==> config.mk <==
export PLATFORM = sky130hd
export DESIGN_NAME = fifo_rd_stream
export DESIGN_NICKNAME = d
export VERILOG_FILES = /design/src/rtl/fifo_rd_stream.sv
export SDC_FILE = /design/constraint.sdc
export NUM_CORES = 1
export LEC_CHECK = 0
export BUFFER_PORTS_ARGS = -buffer_cell sky130_fd_sc_hd__buf_2
export CAP_MARGIN = 20
export CORE_UTILIZATION = 53
export DETAILED_ROUTE_END_ITERATION = 8
export PLACE_DENSITY = 0.84
export SYNTH_ARGS = -nofsm -noshare
export SYNTH_HDL_FRONTEND = slang
export SYNTH_SLANG_ARGS = --single-unit
==> constraint.sdc <==
create_clock -name rd_clk -period 2.7 [get_ports rd_clk]
set_clock_uncertainty 0.15 [all_clocks]
set_input_delay 0.405 -clock rd_clk [delete_from_list [all_inputs] [get_ports rd_clk]]
set_output_delay 0.405 -clock rd_clk [all_outputs]
set_load 0.01 [all_outputs]
==> src/rtl/fifo_rd_stream.sv <==
// Read-side drain engine: issues FIFO reads and hides the FIFO read latency behind a prefetch buffer.
// Optional burst gating is compiled in with `define FIFO_RD_STREAM_BURST_EN.
module fifo_rd_stream #(
  parameter int DATA_WIDTH  = 32,
  parameter int LEVEL_WIDTH = 11,
  parameter int RD_LATENCY  = 1,
  parameter int BURST_LEN   = 16
) (
  input  logic                   rd_clk,
  input  logic                   rd_rst_n,
  output logic                   fifo_rd_en,
  input  logic [DATA_WIDTH-1:0]  fifo_rd_data,
  input  logic                   fifo_rd_empty,
  input  logic [LEVEL_WIDTH-1:0] fifo_rd_level,
  output logic                   m_valid,
  input  logic                   m_ready,
  output logic [DATA_WIDTH-1:0]  m_data,
  output logic                   m_last
);

  localparam int DEPTH = RD_LATENCY + 1;
  localparam logic [2:0] DEPTH_W = 3'(DEPTH);

  logic [DATA_WIDTH-1:0] pbuf [DEPTH];
  logic [1:0]            occ, occ_next, inflight, wr_idx;
  logic [RD_LATENCY-1:0] track;
  logic [2:0]            credit_use;
  logic                  push, pop, gate;

  assign pop        = m_valid & m_ready;
  assign push       = track[RD_LATENCY-1];
  assign occ_next   = occ + 2'(push) - 2'(pop);
  assign wr_idx     = occ - 2'(pop);
  assign m_data     = pbuf[0];

  // Credits count both buffered words and words still inside the FIFO read pipeline.
  assign credit_use = {1'b0, occ} + {1'b0, inflight} - {2'b00, pop};
  assign fifo_rd_en = rd_rst_n & ~fifo_rd_empty & gate & (credit_use < DEPTH_W);

  always_ff @(posedge rd_clk or negedge rd_rst_n) begin
    if (!rd_rst_n) begin
      occ      <= '0;
      inflight <= '0;
      track    <= '0;
      m_valid  <= 1'b0;
    end else begin
      occ      <= occ_next;
      inflight <= inflight + 2'(fifo_rd_en) - 2'(push);
      track    <= RD_LATENCY'({track, fifo_rd_en});
      m_valid  <= (occ_next != 2'd0);
    end
  end

  // Shift-register buffer: entry 0 is always the head; a push lands just past the surviving entries.
  always_ff @(posedge rd_clk or negedge rd_rst_n) begin
    if (!rd_rst_n) begin
      for (int i = 0; i < DEPTH; i++) pbuf[i] <= '0;
    end else begin
      if (pop) begin
        for (int i = 0; i < DEPTH - 1; i++) pbuf[i] <= pbuf[i+1];
      end
      for (int i = 0; i < DEPTH; i++) begin
        if (push && (wr_idx == 2'(i))) pbuf[i] <= fifo_rd_data;
      end
    end
  end

  a_no_overflow: assert property (@(posedge rd_clk) disable iff (!rd_rst_n)
    !(push && !pop && (occ == DEPTH_W[1:0])));

`ifdef FIFO_RD_STREAM_BURST_EN
  localparam int CW = $clog2(BURST_LEN + 1);

  typedef enum logic [1:0] {IDLE = 2'd0, ISSUE = 2'd1, SETTLE = 2'd2} state_t;

  state_t        state, state_next;
  logic [CW-1:0] issue_cnt, beat_cnt;

  assign gate   = (state == ISSUE);
  assign m_last = m_valid & (beat_cnt == CW'(BURST_LEN - 1));

  always_ff @(posedge rd_clk or negedge rd_rst_n) begin
    if (!rd_rst_n) state <= IDLE;
    else           state <= state_next;
  end

  always_comb begin
    state_next = state;
    case (state)
      IDLE:    if (fifo_rd_level >= LEVEL_WIDTH'(BURST_LEN)) state_next = ISSUE;
      ISSUE:   if (fifo_rd_en && (issue_cnt == CW'(1)))     state_next = SETTLE;
      SETTLE:  if (inflight == 2'd0)                         state_next = IDLE;
      default: state_next = IDLE;
    endcase
  end

  always_ff @(posedge rd_clk or negedge rd_rst_n) begin
    if (!rd_rst_n) begin
      issue_cnt <= '0;
      beat_cnt  <= '0;
    end else begin
      if (state == IDLE && state_next == ISSUE) issue_cnt <= CW'(BURST_LEN);
      else if (state == ISSUE && fifo_rd_en)    issue_cnt <= issue_cnt - CW'(1);
      if (pop) beat_cnt <= (beat_cnt == CW'(BURST_LEN - 1)) ? '0 : beat_cnt + CW'(1);
    end
  end
`else
  logic unused_level;

  assign gate         = 1'b1;
  assign m_last       = 1'b0;
  assign unused_level = ^fifo_rd_level;
`endif

endmodule

==> flow_summary.json <==
{
  "status": "finished, violations left",
  "violations": "DRC",
  "critPathRequiredTime_ns": 2.14,
  "hold_class": "in2async",
  "clk_path_buf_depth": 2,
  "period_share_pct": 96.5,
  "htree_levels": 3,
  "fin_hold_ws_ns": 0.140,
  "syn-num-nets": 291,
  "multi_input_area_mm2": 0.00145,
  "power.total_mw": 4.42,
  "pwr-share-clk_pct": 17.5,
  "dieArea_mm2": 0.00714,
  "fill_cells": 522,
  "syn-cell-area_mm2": 0.00361,
  "synth.top_cells.by_area": "dfrtp_1, mux2_2, mux2_4, buf_4, buf_6",
  "gp_congestion": 0.700,
  "ant_nets": 0,
  "die_y_um": 84.5,
  "path_max_fanout": 4,
  "regArea_mm2": 0.00175,
  "arrival_ns": 2.05,
  "dpl.hpwl_um": 3850,
  "cts_buffers": 9,
  "io_pins": 82,
  "grt_first_pass_wirelength_um": 9560,
  "synth-seq-cells": 70,
  "drt-vias-per-instance": 5.17,
  "cp-start-kind": "flip-flop",
  "switching_share_pct": 29.8,
  "wl_per_cell_um": 15.8,
  "synth_cells": 239,
  "die_w_um": 84.5,
  "fmax_mhz": 384,
  "p_comb_share_pct": 42.4,
  "vias": 1898,
  "cts_tree": "done",
  "final_cell_mix": "dfrtp_1, buf_2, mux2_2",
  "critPathMaxStageDelay_ns": 0.57,
  "clk_pin_slew_worst_paths_ns": 0.07,
  "p_leak_nw": 2.00,
  "cts_num_sinks": 70,
  "seq_power_share_pct": 40.0,
  "drt_first_pass_iters": 6,
  "grt_start_max_net_pins": 71,
  "vdd.ir_drop.worst_v": 0.000555,
  "cts-root-buf": "clkbuf_8",
  "final-max-slew-violation-count": 0,
  "placedInstanceArea_mm2": 0.00371,
  "final_common_cell": "dfrtp_1",
  "nNetsFinal": 337,
  "yosys.area.top_type": "dfrtp_1",
  "rrSetupSlack_ns": 0.34,
  "start_util_pct": 55.9,
  "rows": 29,
  "ys_seq_area_share_pct": 48.6,
  "fin_area_mm2": 0.00393,
  "setup_violations": 0,
  "p_sw_mw": 1.32,
  "slowest_stage": "fa_2",
  "drv_cap": 0,
  "end_kind": "output pin",
  "grt_antenna_before_repair": 0,
  "final_layout_size_suffix_gt1_share_pct": 67.6,
  "routed_wl_um": 5790,
  "dp.cells": 347,
  "syn_to_final_growth_pct": 8.95,
  "critPathKind": "reg2out",
  "drtIter0Drc": 66,
  "p_per_area_mw_per_mm2": 1130,
  "drc": 12,
  "fin_cells": 367,
  "fin_crit_ns": 2.60,
  "grt_overflow": 0,
  "yosysTopAreaCellShare_pct": 48.6,
  "grt_pass1_vias": 1982,
  "max_slew.worst_pin.slew_ns": 0.890,
  "diodes": 0,
  "coreArea_mm2": 0.00646,
  "yosysWarnings": 0,
  "finalHoldViolCount": 0,
  "grtUsageTotal_pct": 17.4,
  "crit_chain": "inv_2, ha_1, fa_2, nand2_1, nor3_2, buf_2",
  "port_buffers": 69,
  "synth_cell_type_count": 21,
  "grt_setup_unrepaired": "false",
  "setup_tns_ns": 0,
  "internal_power_mw": 3.11,
  "max-slew-margin-rel_pct": 40.6,
  "syn_area_per_cell_um2": 15.1,
  "clk_latency_ns": 0.33
}
==> synth_stat cells, drive strengths merged <==
master  instances
nor3            2
xnor2           7
mux2           96
nor2            2
dfrtp          70
conb            1
inv             4
o21ai           1
ha              4
nand2           3
or2             1
fa              1
and3            2
buf            44
xor2            1
==> critical path, delay by kind of cell (launching register included) <==
kind / cells / cell delay (ns)
fa+ha+maj: 2 / 0.89
buf+inv: 2 / 0.24
flops: 1 / 0.36
simple gates: 2 / 0.24
==> per-stage QoR <==
| stage | setup WS, ns | utilization, % |
|---|---|---|
| CTS | 0.0428 | 60.3 |
| floorplan | 0.0887 | - |
| detailed placement | 0.269 | 57.5 |
| global placement | 0.322 | 57.5 |
| global route | 0.00450 | 60.8 |
| finish | 0.0955 | 60.8 |
==> layout make-up <==
| type | instances | area share [%] |
|---|---|---|
| sequential | 70 | 44.6 |
| multi-input combinational | 121 | 36.9 |
| timing repair buffer | 79 | 11.1 |
| clock buffer | 16 | 4.58 |
| tap | 77 | 2.45 |
| inverter | 4 | 0.382 |
==> flip-flops by register name, indices dropped and copies added, names as in the netlist <==
register / count
inflight: 2
m_data: 32
m_valid: 1
occ: 2
pbuf: 32
push: 1
==> worst paths after layout <==
kind                                 startpoint                endpoint  depth (start not counted)
max                            occ[1]$_DFF_PN0_              fifo_rd_en                          6
min                                    rd_rst_n     pbuf[3]$_DFFE_PN0P_                          2
max reg2reg                    occ[1]$_DFF_PN0_   inflight[1]$_DFF_PN0_                          9
min reg2reg                pbuf[24]$_DFFE_PN0P_    pbuf[24]$_DFFE_PN0P_                          1
max in group asynchronous              rd_rst_n    pbuf[23]$_DFFE_PN0P_                          2
min in group rd_clk            fifo_rd_data[22]  m_data[22]$_DFFE_PN0P_                          2
==> power by group through the flow <==
stage | registers [mW] | logic (mW) | clock network [mW]
2_1_floorplan | 1.72 | 1.73 | 0
5_1_grt | 1.83 | 2.04 | 0.849
3_3_place_gp | 1.76 | 1.75 | 0
4_1_cts | 1.78 | 1.85 | 0.801
6_report | 1.77 | 1.88 | 0.775
3_5_place_dp | 1.79 | 1.84 | 0
==> logic make-up (layout without fill, tap and decap cells) <==
group,after synthesis,count (layout),share of synthesized area [%]
adder cells (fa/ha/maj),5,5,1.94
AO/OA/AOI/OAI,1,1,0.451
multiplexers,96,96,33.8
flip-flops,70,70,48.6
XOR/XNOR,8,8,1.94
AND/OR/NAND/NOR,10,10,1.73
buffers and inverters,48,99,11.4
other,1,1,0.104
==> metal layers <==
| metal | global-route usage [%] | part of all wire, % |
|---|---|---|
| met1 | 21.7 | 44 |
| met2 | 29.2 | 50 |
| met3 | 4.62 | 4.2 |
| met4 | 6.47 | 1.2 |
| met5 | 0 | 0 |
==> timing repair <==
action	4_1_cts	5_1_grt
endpoints found under the setup margin	1	1
pin swaps	0	1
setup buffers	0	4
resized for setup	2	1
hold buffers	0	0
No activity file was read; power rests on OpenSTA's default activity.
